[src/rtl/pe_pkg.sv]
// pe_pkg: shared constants, FSM states and lane helper for the pe_array sequencer
package pe_pkg;
    localparam int MAC_NUM = 10;
    localparam int BW_ACT  = 8;
    localparam int BW_WET  = 8;
    localparam int ADDR_W  = 16;
    localparam int RES_LAT = 3;

    typedef enum logic [2:0] {IDLE, CLEAR, FEED, DRAIN, WRITE, DONE} state_t;

    function automatic logic [BW_ACT-1:0] lane(input logic [MAC_NUM*BW_ACT-1:0] v, input int n);
        return v[n*BW_ACT +: BW_ACT];
    endfunction
endpackage

[src/rtl/pe_array_seq_if.sv]
// pe_array_seq_if: buffer reads, pe_array drive and output-write handshake of the sequencer
interface pe_array_seq_if;
    import pe_pkg::*;
    logic                      act_rd_en;
    logic [ADDR_W-1:0]         act_rd_addr;
    logic [MAC_NUM*BW_ACT-1:0] act_rd_data;
    logic                      wet_rd_en;
    logic [ADDR_W-1:0]         wet_rd_addr;
    logic [BW_WET-1:0]         wet_rd_data;
    logic                      pe_mac_enable;
    logic                      pe_clear_acc;
    logic [MAC_NUM*BW_ACT-1:0] pe_act_in;
    logic [BW_WET-1:0]         pe_wet_in;
    logic [7:0]                pe_res_shift_num;
    logic [MAC_NUM*BW_ACT-1:0] pe_result_in;
    logic                      out_wr_en;
    logic [ADDR_W-1:0]         out_wr_addr;
    logic [MAC_NUM*BW_ACT-1:0] out_wr_data;
    logic                      out_wr_ready;

    modport master (
        output act_rd_en, act_rd_addr, wet_rd_en, wet_rd_addr, pe_mac_enable, pe_clear_acc,
               pe_act_in, pe_wet_in, pe_res_shift_num, out_wr_en, out_wr_addr, out_wr_data,
        input  act_rd_data, wet_rd_data, pe_result_in, out_wr_ready
    );
    modport slave (
        input  act_rd_en, act_rd_addr, wet_rd_en, wet_rd_addr, pe_mac_enable, pe_clear_acc,
               pe_act_in, pe_wet_in, pe_res_shift_num, out_wr_en, out_wr_addr, out_wr_data,
        output act_rd_data, wet_rd_data, pe_result_in, out_wr_ready
    );
endinterface

[src/rtl/pe_loop_cnt.sv]
// pe_loop_cnt: i/j/m loop counters with last-flags and adder-only buffer addresses
module pe_loop_cnt
    import pe_pkg::*;
(
    input  logic              clk,
    input  logic              reset,
    input  logic              init,
    input  logic              step_i,
    input  logic              tile_adv,
    input  logic [9:0]        cfg_k,
    input  logic [7:0]        cfg_n,
    input  logic [7:0]        cfg_tiles,
    output logic              last_i,
    output logic              last_tile,
    output logic [ADDR_W-1:0] act_addr,
    output logic [ADDR_W-1:0] wet_addr,
    output logic [ADDR_W-1:0] out_addr
);
    logic [9:0]        i;
    logic [7:0]        j, m;
    logic [ADDR_W-1:0] act_base;
    logic              last_j;

    assign last_i    = i == cfg_k - 1'b1;
    assign last_j    = j == cfg_tiles - 1'b1;
    assign last_tile = last_j && m == cfg_n - 1'b1;
    assign act_addr  = act_base + ADDR_W'(i);

    // i steps through the reduction; a tile advance moves j (wrapping into m) and rebases addresses
    always_ff @(posedge clk) begin
        if (reset || init) begin
            i        <= '0;
            j        <= '0;
            m        <= '0;
            act_base <= '0;
            wet_addr <= '0;
            out_addr <= '0;
        end else if (step_i && !last_i) begin
            i        <= i + 1'b1;
            wet_addr <= wet_addr + ADDR_W'(cfg_n);
        end else if (tile_adv) begin
            i        <= '0;
            j        <= last_j ? '0 : j + 1'b1;
            m        <= last_j ? m + 1'b1 : m;
            act_base <= last_j ? '0 : act_base + ADDR_W'(cfg_k);
            wet_addr <= last_j ? ADDR_W'(m) + 1'b1 : ADDR_W'(m);
            out_addr <= last_j ? ADDR_W'(m) + 1'b1 : out_addr + ADDR_W'(cfg_n);
        end
    end
endmodule

[src/rtl/pe_array_seq.sv]
// pe_array_seq: GEMM loop-nest sequencer feeding pe_array and writing each tile's results
module pe_array_seq
    import pe_pkg::*;
(
    input  logic           clk,
    input  logic           reset,
    input  logic           start,
    input  logic [9:0]     cfg_k,
    input  logic [7:0]     cfg_n,
    input  logic [7:0]     cfg_tiles,
    input  logic [7:0]     cfg_shift,
    output logic           busy,
    output logic           done,
    output logic           cfg_err,
    pe_array_seq_if.master bus
);
    localparam int DW = $clog2(RES_LAT + 1);

    state_t                    state, state_nx;
    logic [9:0]                k_q;
    logic [7:0]                n_q, tiles_q, shift_q;
    logic [DW-1:0]             drain_cnt;
    logic                      mac_q, err_q;
    logic [MAC_NUM*BW_ACT-1:0] res_q;
    logic                      cfg_ok, launch, drain_last, xfer, last_i, last_tile;
    logic [ADDR_W-1:0]         act_addr, wet_addr, out_addr;

    assign cfg_ok     = cfg_k != '0 && cfg_n != '0 && cfg_tiles != '0;
    assign launch     = state == IDLE && start && cfg_ok;
    assign drain_last = drain_cnt == DW'(RES_LAT);
    assign xfer       = state == WRITE && bus.out_wr_ready;

    pe_loop_cnt u_cnt (
        .clk       (clk),
        .reset     (reset),
        .init      (launch),
        .step_i    (state == FEED),
        .tile_adv  (xfer),
        .cfg_k     (k_q),
        .cfg_n     (n_q),
        .cfg_tiles (tiles_q),
        .last_i    (last_i),
        .last_tile (last_tile),
        .act_addr  (act_addr),
        .wet_addr  (wet_addr),
        .out_addr  (out_addr)
    );

    // FSM state register
    always_ff @(posedge clk) begin
        if (reset) state <= IDLE;
        else       state <= state_nx;
    end

    // next-state: clear, feed cfg_k beats, drain the pe pipeline, hand off the tile
    always_comb begin
        state_nx = state;
        case (state)
            IDLE:    state_nx = launch ? CLEAR : IDLE;
            CLEAR:   state_nx = FEED;
            FEED:    state_nx = last_i ? DRAIN : FEED;
            DRAIN:   state_nx = drain_last ? WRITE : DRAIN;
            WRITE:   state_nx = xfer ? (last_tile ? DONE : CLEAR) : WRITE;
            DONE:    state_nx = IDLE;
            default: state_nx = IDLE;
        endcase
    end

    // job config latch, read-to-MAC delay, drain timer and result capture
    always_ff @(posedge clk) begin
        if (reset) begin
            k_q       <= '0;
            n_q       <= '0;
            tiles_q   <= '0;
            shift_q   <= '0;
            drain_cnt <= '0;
            mac_q     <= 1'b0;
            err_q     <= 1'b0;
            res_q     <= '0;
        end else begin
            mac_q     <= state == FEED;
            err_q     <= state == IDLE && start && !cfg_ok;
            drain_cnt <= state == DRAIN ? drain_cnt + 1'b1 : '0;
            if (launch) begin
                k_q     <= cfg_k;
                n_q     <= cfg_n;
                tiles_q <= cfg_tiles;
                shift_q <= cfg_shift;
            end
            if (state == DRAIN && drain_last) res_q <= bus.pe_result_in;
        end
    end

    assign busy                 = state != IDLE;
    assign done                 = state == DONE;
    assign cfg_err              = err_q;
    assign bus.act_rd_en        = state == FEED;
    assign bus.wet_rd_en        = state == FEED;
    assign bus.act_rd_addr      = bus.act_rd_en ? act_addr : '0;
    assign bus.wet_rd_addr      = bus.wet_rd_en ? wet_addr : '0;
    assign bus.pe_mac_enable    = mac_q;
    assign bus.pe_clear_acc     = state == CLEAR;
    assign bus.pe_act_in        = mac_q ? bus.act_rd_data : '0;
    assign bus.pe_wet_in        = mac_q ? bus.wet_rd_data : '0;
    assign bus.pe_res_shift_num = busy ? shift_q : '0;
    assign bus.out_wr_en        = state == WRITE;
    assign bus.out_wr_addr      = bus.out_wr_en ? out_addr : '0;
    assign bus.out_wr_data      = res_q;
endmodule
[src/flat_wrapper.sv]
// flat-port wrapper written by rule: the top's interface ports become plain ports
module pe_array_seq_flat import pe_pkg::*;
  (clk, reset, start, cfg_k, cfg_n, cfg_tiles, cfg_shift, busy, done, cfg_err, bus_act_rd_en, bus_act_rd_addr, bus_wet_rd_en, bus_wet_rd_addr, bus_pe_mac_enable, bus_pe_clear_acc, bus_pe_act_in, bus_pe_wet_in, bus_pe_res_shift_num, bus_out_wr_en, bus_out_wr_addr, bus_out_wr_data, bus_act_rd_data, bus_wet_rd_data, bus_pe_result_in, bus_out_wr_ready);
  pe_array_seq_if bus_i ();
  input  logic clk;
  input  logic reset;
  input  logic start;
  input  logic [9:0] cfg_k;
  input  logic [7:0] cfg_n;
  input  logic [7:0] cfg_tiles;
  input  logic [7:0] cfg_shift;
  output logic busy;
  output logic done;
  output logic cfg_err;
  output wire logic [$bits(bus_i.act_rd_en)-1:0] bus_act_rd_en;
  output wire logic [$bits(bus_i.act_rd_addr)-1:0] bus_act_rd_addr;
  output wire logic [$bits(bus_i.wet_rd_en)-1:0] bus_wet_rd_en;
  output wire logic [$bits(bus_i.wet_rd_addr)-1:0] bus_wet_rd_addr;
  output wire logic [$bits(bus_i.pe_mac_enable)-1:0] bus_pe_mac_enable;
  output wire logic [$bits(bus_i.pe_clear_acc)-1:0] bus_pe_clear_acc;
  output wire logic [$bits(bus_i.pe_act_in)-1:0] bus_pe_act_in;
  output wire logic [$bits(bus_i.pe_wet_in)-1:0] bus_pe_wet_in;
  output wire logic [$bits(bus_i.pe_res_shift_num)-1:0] bus_pe_res_shift_num;
  output wire logic [$bits(bus_i.out_wr_en)-1:0] bus_out_wr_en;
  output wire logic [$bits(bus_i.out_wr_addr)-1:0] bus_out_wr_addr;
  output wire logic [$bits(bus_i.out_wr_data)-1:0] bus_out_wr_data;
  input wire logic [$bits(bus_i.act_rd_data)-1:0] bus_act_rd_data;
  input wire logic [$bits(bus_i.wet_rd_data)-1:0] bus_wet_rd_data;
  input wire logic [$bits(bus_i.pe_result_in)-1:0] bus_pe_result_in;
  input wire logic [$bits(bus_i.out_wr_ready)-1:0] bus_out_wr_ready;
  assign bus_act_rd_en = bus_i.act_rd_en;
  assign bus_act_rd_addr = bus_i.act_rd_addr;
  assign bus_wet_rd_en = bus_i.wet_rd_en;
  assign bus_wet_rd_addr = bus_i.wet_rd_addr;
  assign bus_pe_mac_enable = bus_i.pe_mac_enable;
  assign bus_pe_clear_acc = bus_i.pe_clear_acc;
  assign bus_pe_act_in = bus_i.pe_act_in;
  assign bus_pe_wet_in = bus_i.pe_wet_in;
  assign bus_pe_res_shift_num = bus_i.pe_res_shift_num;
  assign bus_out_wr_en = bus_i.out_wr_en;
  assign bus_out_wr_addr = bus_i.out_wr_addr;
  assign bus_out_wr_data = bus_i.out_wr_data;
  assign bus_i.act_rd_data = bus_act_rd_data;
  assign bus_i.wet_rd_data = bus_wet_rd_data;
  assign bus_i.pe_result_in = bus_pe_result_in;
  assign bus_i.out_wr_ready = bus_out_wr_ready;
  pe_array_seq u_core (.clk(clk), .reset(reset), .start(start), .cfg_k(cfg_k), .cfg_n(cfg_n), .cfg_tiles(cfg_tiles), .cfg_shift(cfg_shift), .busy(busy), .done(done), .cfg_err(cfg_err), .bus(bus_i));
endmodule
[config.mk]
export PLATFORM = sky130hd
export DESIGN_NAME = pe_array_seq_flat
export DESIGN_NICKNAME = d
export VERILOG_FILES = /design/src/rtl/pe_pkg.sv /design/src/rtl/pe_array_seq_if.sv /design/src/rtl/pe_loop_cnt.sv /design/src/rtl/pe_array_seq.sv /design/src/flat_wrapper.sv
export SDC_FILE = /design/constraint.sdc
export NUM_CORES = 1
export LEC_CHECK = 0
export CAP_MARGIN = 5
export CORE_MARGIN = 10
export CORE_UTILIZATION = 35
export CTS_BUF_LIST = sky130_fd_sc_hd__clkbuf_16
export CTS_CLUSTER_SIZE = 24
export DETAILED_ROUTE_END_ITERATION = 16
export GPL_TIMING_DRIVEN = 0
export MAX_ROUTING_LAYER = met4
export PLACE_DENSITY = 0.64
export REMOVE_ABC_BUFFERS = 1
export SYNTH_ARGS = -nofsm -noshare
export SYNTH_HDL_FRONTEND = slang
export SYNTH_SLANG_ARGS = --single-unit
[constraint.sdc]
create_clock -name clk -period 4.2 [get_ports clk]
set_clock_uncertainty 0.15 [all_clocks]
set_input_delay 0.84 -clock clk [delete_from_list [all_inputs] [get_ports clk]]
set_output_delay 0.84 -clock clk [all_outputs]
set_load 0.1 [all_outputs]
# [Word level (Yosys, flattened, before mapping)]
# Index checks and enable logic that the tools add are counted.
[word_totals] reg_bits=195 elab_cells=79
[op_classes] n_addsub=12 eq_ne=9 n_mux=20 n_bitwise=2 n_reduce_logical=21
[ops] op="16-bit two-way mux" n=8
[ops] op="80-bit two-way mux" n=1
[ops] op="16-bit by 10-bit adder with 16-bit output" n=2
[ops] op="16-bit by 8-bit adder with 16-bit output" n=2
[ops] op="8-bit two-way mux" n=3
[ops] op="10-bit two-way mux" n=2
[ops] op="8-bit by 1-bit adder with 8-bit output (second input constant)" n=2
[ops] op="8-bit == test" n=2
[ops] op="8-bit nonzero test" n=2
[ops] op="8-bit by 1-bit subtractor with 8-bit output (second input constant)" n=2
[ops] op="3-bit case mux with 5 select lines" n=1
[ops] op="10-bit by 1-bit adder with 10-bit output (second input constant)" n=1
[ops] op="10-bit == test" n=1
[ops] op="10-bit nonzero test" n=1
[ops] op="10-bit by 1-bit subtractor with 10-bit output (second input constant)" n=1
[ops] op="8-bit by 1-bit adder with 9-bit output (second input constant)" n=1
[ops] op="1-bit logical AND" n=9
[ops] op="3-bit two-way mux" n=3
[ops] op="3-bit by 2-bit == test with 1-bit output (second input constant)" n=2
[ops] op="3-bit == test (second input constant)" n=2
[ops] op="3-bit by 1-bit == test with 1-bit output (second input constant)" n=1
[ops] op="3-bit logical NOT" n=1
[ops] op="3-bit AND reduction" n=1
[ops] op="3-bit nonzero test" n=1
[ops] op="9 further kinds" n=12

# [Longest topological paths before layout]
# Gate-level depths: netlist of run 1.
[depth] ltp_word=6 mapped_depth=12 ltp_nobuf=10

# [Cells and area by module]
# From an unflattened synthesis of run 1, not the netlist that was laid out.
[hier_totals] cells_unflattened=1532 hier_area_um2=12027.8
[by_module_without_submodules] mod="pe_loop_cnt" n_inst=1 cells_per_inst=833 area_per_inst_um2=6376.1 seq_area_each_um2=1481.4
[by_module_without_submodules] mod="pe_array_seq" n_inst=1 cells_per_inst=699 area_per_inst_um2=5651.7 seq_area_each_um2=2422.3

# [Least setup slack after synthesis of run 1]
# OpenSTA, ideal clock, no wires.
[synth_timing] path_kind="reg2out" startpoint="reg u_core.u_cnt.i[1]" endpoint="out bus_act_rd_addr[15]" arrival_time_ns=3.682 slack_ns=-0.472 path_stages_with_launch=9 path_buffers=0 path_cell_list="dfxtp_1 > ha_1 > a21o_1 > a21o_1 > a2111oi_0 > o31ai_1 > a21boi_0 > o21ai_0 > a21oi_1"
[synth_between] elab_chain_cells=2
[synth_rtl] item="from (decl)" line="pe_loop_cnt.sv:19" rtl="logic [9:0] i;"
[synth_rtl] item="from (signal assigned)" line="pe_loop_cnt.sv:39" rtl="i <= i + 1'b1;"
[synth_rtl] item="16-bit by 10-bit adder with 16-bit output" line="pe_loop_cnt.sv:27" rtl="assign act_addr = act_base + ADDR_W'(i);"
[synth_rtl] item="16-bit two-way mux" line="pe_array_seq.sv:99" rtl="assign bus.act_rd_addr = bus.act_rd_en ? act_addr : '0;"
[synth_rtl] item="to (decl)" line="flat_wrapper.sv:16" rtl="output wire logic [$bits(bus_i.act_rd_addr)-1:0] bus_act_rd_addr;"
# Every way passes these cells.

# [Worst setup path after layout of run 1]
[layout_timing] startpoint="reg u_core.u_cnt.i[0]" endpoint="out bus_act_rd_addr[10]"
# Same word-level chain as after synthesis.

==> results of run 1 <==
worst paths after layout:
kind	endpoint	cells past startpoint
setup / recovery	bus_act_rd_addr[10]	11
hold / removal	u_core.drain_cnt[0]	1
setup reg to reg	u_core.u_cnt.wet_addr[6]	9
hold reg to reg	u_core.drain_cnt[0]	1
cell families after synthesis:
family	after synthesis
adder cells (fa/ha/maj)	47
AO/OA/AOI/OAI	283
XOR/XNOR	83
flip-flops	195
AND/OR/NAND/NOR	648
buffers and inverters	123
multiplexers	38
cell type report:
cell class,instances,area [um^2]
repair buffers,454,4580
clock inverters,14,101
well taps,402,503
diodes,1,2.50
repair inverters,1,7.51
clock buffers,17,425
multi-input cells,1100,6790
inverters,30,116
fillers,2998,14900
flip-flops and latches,195,3910
layer usage:
layer,track usage [%],up-vias
met5,-,-
met4,6.72,0
met3,8.45,34
met2,37.7,421
met1,22.5,5337
li1,-,5653
report_power, final:
part	total, mW	internal, mW	leakage, nW	switching, mW
clock	1.54	0.801	0.263	0.736
combinational	0.888	0.369	4.24	0.519
sequential	1.92	1.88	1.58	0.0475
total	4.35	3.05	6.08	1.30
flip-flops by register name (all words and copies together), names as in the netlist:
| signal | count |
|---|---|
| u_core.tiles_q | 8 |
| u_core.bus.out_wr_data | 80 |
| u_core.u_cnt.m | 8 |
| u_core.u_cnt.out_addr | 16 |
| u_core.u_cnt.act_base | 16 |
| u_core.n_q | 8 |
| u_core.drain_cnt | 2 |
| u_core.u_cnt.j | 8 |
| u_core.k_q | 10 |
| u_core.cfg_err | 1 |
| u_core.state | 3 |
| u_core.u_cnt.i | 10 |
| u_core.shift_q | 8 |
| u_core.u_cnt.wet_addr | 16 |
| u_core.bus.pe_mac_enable | 1 |
what timing repair did:
item	4_1_cts	5_1_grt
resized for setup	86	11
buffers inserted	5	3
setup endpoints to repair	55	14
pin swaps	1	4
hold buffers	0	0
cloned	2	0
placed cells by master (no fill, tap or decap), types with 7 or more instances in the layout:
cell type,count
nor2_1,112
o2111ai_1,7
and2_1,120
xnor2_1,47
buf_4,10
o21ai_0,37
dfxtp_1,190
mux2i_1,37
or4_1,12
ha_1,42
nand3_1,46
nor3b_1,7
a21oi_1,141
nor3_1,21
clkdlybuf4s50_1,416
nor4_1,16
nor2b_1,12
clkbuf_16,17
xor2_1,36
o211ai_1,12
nand2_1,226
a31oi_1,17
and3_1,14
inv_1,33
nand4_1,8
dlygate4sd2_1,9
or3_1,12
worst reg2reg max path, delay by kind of cell (launching register included):
family	cells	cell delay, ns
muxes	1	0.41
AOI/OAI and AO/OA	6	2.22
adders and majority gates	1	0.28
buffers and inverters	1	0.08
DFF	1	0.52
stage by stage:
step                      hold WS [ns]  cell area (um^2)  setup TNS, ns
final                            0.290             16400              0
after global routing             0.313             16400        -0.0159
after CTS                        0.291             16400              0
after detailed placement         0.281             15800         -32.77
after global placement           0.266             15600        -376.00
after floorplan                  0.255             10700        -123.98
==> results.cfg, run 1 <==
[run_status]
status = finished clean

[grt]
grt_max_degree = 84
grt_overflow = 0
grt_pass1_wl_um = 65300
antenna_found_initial = 1
grt_usage_pct = 21.8
grt_pass1_vias = 11300

[drt]
vias = 11400
wl_met3_um = 4170
wl_met1_um = 16800
highest_layer = met4
postRouteAntennaNets = 0
first_iter_violations = 507
drc = 0
vias_per_cell = 5.17
routed-wl-met2_um = 21500
wl_per_cell_um = 19.6
firstDrtPassIters = 5
drt_wl_total_um = 43400

[finish]
finish.utilization_pct = 52.4
syn_to_final_growth_pct = 48.2
drive_above_1_share_pct = 5.69
fin_nets = 2052
final_cells = 2214

[logic_synthesis]
synth_top_family_by_area = simple AND/OR/NAND/NOR gates
ys_top_cells_by_count = 229 x nand2_1, 195 x dfxtp_1, 142 x a21oi_1, 122 x and2_1, 112 x nor2_1
synth_area_leaders = dfxtp_1 35%, nand2_1 7.7%, and2_1 6.9%
synth_top_area_share_pct = 35.2
synth-compound-area-share_pct = 15.8
synth_edf_count = 0
syn-cell-area_um2 = 11100
syn_inst = 1417
synth_cell_types = 71
synth.mux.area_fraction_pct = 3.44
synth_top_flop_cell = dfxtp_1
ys_seq_elements = 195
synth_xor_area_share_pct = 6.55
synthArstFlopShare_pct = 0
seq_area_frac_synth_pct = 35.2
yosys.area_share.adder_pct = 5.57
synthSimpleGateAreaFrac_pct = 28.9
synth.most_common_cell = nand2_1
yosysWarnings = 0
syn_area_per_cell_um2 = 7.83
post-synth-top-area-cell = dfxtp_1

[worst_setup_path]
path_buf_inv = 2
critPathLaunchType = flip-flop
r2r-start = u_core.k_q[1]
cp_data_required_time_ns = 3.21
regToRegSetupSlack_ns = 0.46
critPathMaxStageDelay_ns = 0.38
setup.worst_path.start = u_core.u_cnt.i[0]
cp_slowest_cell = a2111oi_4
crit_arrival_ns = 3.09
path_cells = ha_2 -> fa_2 -> a21o_1 -> a21oi_2 -> o21bai_2 -> a2111oi_4 -> buf_4 -> o31ai_4 -> xnor2_1 -> nor2_1 -> buf_6
cp_max_fo = 5
crit_family = compound AO/OA/AOI/OAI gates
path_class = reg2out
cp-end-kind = output pin

[place]
dpl_worst_slack_ns = -1.14
dp_cells = 2172
place.gp.congestion = 0.996
port_buffers = 437
dp.final_hpwl_um = 33100

[power]
peakVddDrop_mv = 0.253
p_leak_nw = 6.08
finalPower_mw = 4.35
power.density_nw_per_um2 = 264

[sta]
max_freq_mhz = 245
rsz0062_at_grt = yes
finalHoldViolations = 0
tightest_slew_ns = 1.26
finalSetupViolCount = 0
drv_slew = 0
setup_slack_ns = 0.116
fin_crit_sh_pct = 97.2
slew_headroom_pct = 16.2
post-route-min-period_ns = 4.08

[clock_tree]
clk_pin_slew_ns = 0.07
cts_tree = built
cts-root-buf = clkbuf_16
cts_buffers = 17
htree_levels = 4
clock-sinks = 195
insertion_delay_ns = 0.44
clk_path_buf_depth = 2

[die]
start_util_pct = 35.4
die_y_um = 198
die_area_um2 = 39200
io_pins = 438
core-area_um2 = 31400
dieWidth_um = 198
rows = 65

[worst_hold_path]
hold_start = u_core.drain_cnt[0]
hold_path.class = reg2reg

[job]
max-cap-violations = 0
Note: power is estimated with default switching activity, not from simulation.
==> inputs of run 2 (changes only) <==
CTS_BUF_LIST = sky130_fd_sc_hd__clkbuf_8   (was sky130_fd_sc_hd__clkbuf_16)
PLACE_DENSITY = 0.63   (was 0.64)
==> run 2 against run 1 <==
Total power fell by 2.8%; first-iteration DRC count fell by 3.9%; die area did not move; utilization fell by 0.12 points; final cell count did not move; via count fell by 0.68%; setup slack improved by 0.015 ns; count of clock-buffer cells in the layout rose by 4; hold slack got worse by 0.0071 ns.
==> results.cfg, run 2 (synthesis results as in run 1) <==
[sta]
max_freq_mhz = 246
finalHoldViolations = 0
finalSetupViolCount = 0
tightest_slew_ns = 1.19
drv_slew = 0
setup_slack_ns = 0.132
fin_crit_sh_pct = 96.9
tns_ns = 0
rsz0062_at_grt = yes
slew_headroom_pct = 21.0
post-route-min-period_ns = 4.07
hold_ws_ns = 0.283

[worst_setup_path]
cp_data_required_time_ns = 3.21
regToRegSetupSlack_ns = 0.55
r2r_cells = 9
r2r-start = u_core.k_q[0]
path_class = reg2out
critPathLaunchType = flip-flop
cp-end-kind = output pin
crit_arrival_ns = 3.08
cp_max_fo = 5
rr_endpoint = u_core.u_cnt.wet_addr[6]

[grt]
grt_pass1_vias = 11000
antenna_found_initial = 0
grt_max_degree = 82
grt_usage_pct = 21.3
grt_pass1_wl_um = 63900
grt_overflow = 0

[clock_tree]
insertion_delay_ns = 0.48
clk_path_buf_depth = 2
cts_tree = built
cts-root-buf = clkbuf_8
clock-sinks = 195
cts_hold_buf = 0
cts_buffers = 17
clk_pin_slew_ns = 0.11
htree_levels = 4

[drt]
drt_wl_total_um = 42800
firstDrtPassIters = 5
vias_per_cell = 5.13
first_iter_violations = 487
drc = 0
vias = 11400
postRouteAntennaNets = 0
wl_per_cell_um = 19.3

[worst_hold_path]
worstHoldEndpoint = u_core.drain_cnt[0]
holdPathStages = 1
hold_path.class = reg2reg
hold_start = u_core.drain_cnt[0]

[power]
power.density_nw_per_um2 = 258
finalPower_mw = 4.23
peakVddDrop_mv = 0.212
p_leak_nw = 6.08

[die]
core-area_um2 = 31400
die_y_um = 198
dieWidth_um = 198
io_pins = 438
die_area_um2 = 39200
rows = 65
start_util_pct = 35.4

[finish]
final_cells = 2214
largest_reg_flops = 80
layout.cells.most_common_list = 409 x clkdlybuf4s50_1, 226 x nand2_1, 190 x dfxtp_1
fin_nets = 2053
design_area_um2 = 16400
nFillCells = 2998
finish.utilization_pct = 52.3
drive_above_1_share_pct = 6.13
syn_to_final_growth_pct = 47.8
diodes = 0
final_common_cell = clkdlybuf4s50_1

[place]
place.gp.congestion = 0.951
dp.final_hpwl_um = 32900
dpl_cell_area_um2 = 15800
dpl_worst_slack_ns = -1.17
port_buffers = 437
dp_cells = 2172

[job]
max-cap-violations = 0

[run_status]
status = finished clean
==> run 2: cell count changes in the layout (fill, tap and decap cells not counted), sizes merged <==
cell           delta
dlygate4sd2       +7
clkbuf            +4
bufinv            +3
inv               -4
clkinv            -2
clkinvlp          -1
diode             -1
clkdlybuf4s15     +1
clkdlybuf4s50     -7
==> run 2: area by class of cell <==
class / count / area [um^2] / share of cell area (%)
multi-input combinational: 1100 / 6820 / 41.5
clock inverter: 10 / 173 / 1.05
inverter: 30 / 116 / 0.709
timing repair buffer: 455 / 4590 / 28.0
timing repair inverter: 1 / 7.51 / 0.0458
clock buffer: 21 / 289 / 1.76
sequential: 195 / 3920 / 23.9
tap: 402 / 503 / 3.07
==> run 2: worst max-delay path, cell delays in order, from the launching register on <==
cell       delay [ns]
dfxtp_4          0.38
ha_4             0.16
fa_2             0.34
a21o_1           0.18
a21oi_2          0.20
o21bai_2         0.11
a2111oi_4        0.46
o31ai_4          0.17
xnor2_1          0.16
nor2_1           0.14
buf_6            0.27
==> run 2: worst max-delay path by stage <==
stage	start	slack [ns]	depth (start not counted)	to
floorplan	u_core.state[2]	-1.91	4	u_core.u_cnt.wet_addr[6]
finish	u_core.u_cnt.i[0]	0.13	10	bus_act_rd_addr[10]
detailed placement	u_core.u_cnt.i[0]	-1.17	10	bus_act_rd_addr[10]
CTS	u_core.u_cnt.i[0]	0.004	10	bus_act_rd_addr[10]
global placement	reset	-3.85	4	u_core.u_cnt.act_base[14]
global route	u_core.u_cnt.i[1]	-0.02	9	bus_act_rd_addr[15]
==> run 2: timing repair <==
item                                    4_1_cts  5_1_grt
gates resized for setup                      93       12
pin swaps                                     4        4
gates cloned                                  2        0
endpoints found under the setup margin       54       15
buffers inserted                              6        3
==> run 2: power breakdown <==
part | internal, mW | switching, mW
Sequential | 1.87 | 0.0503
Combinational | 0.369 | 0.511
Clock | 0.717 | 0.704
==> run 2: layer usage <==
metal | vias up | share of wire, % | track usage, %
met2 | 412 | 50 | 37.0
met1 | 5293 | 39 | 22.2
li1 | 5638 | - | -
met3 | 24 | 10 | 8.73
met4 | 0 | 1.4 | 4.81
met5 | - | 0 | -
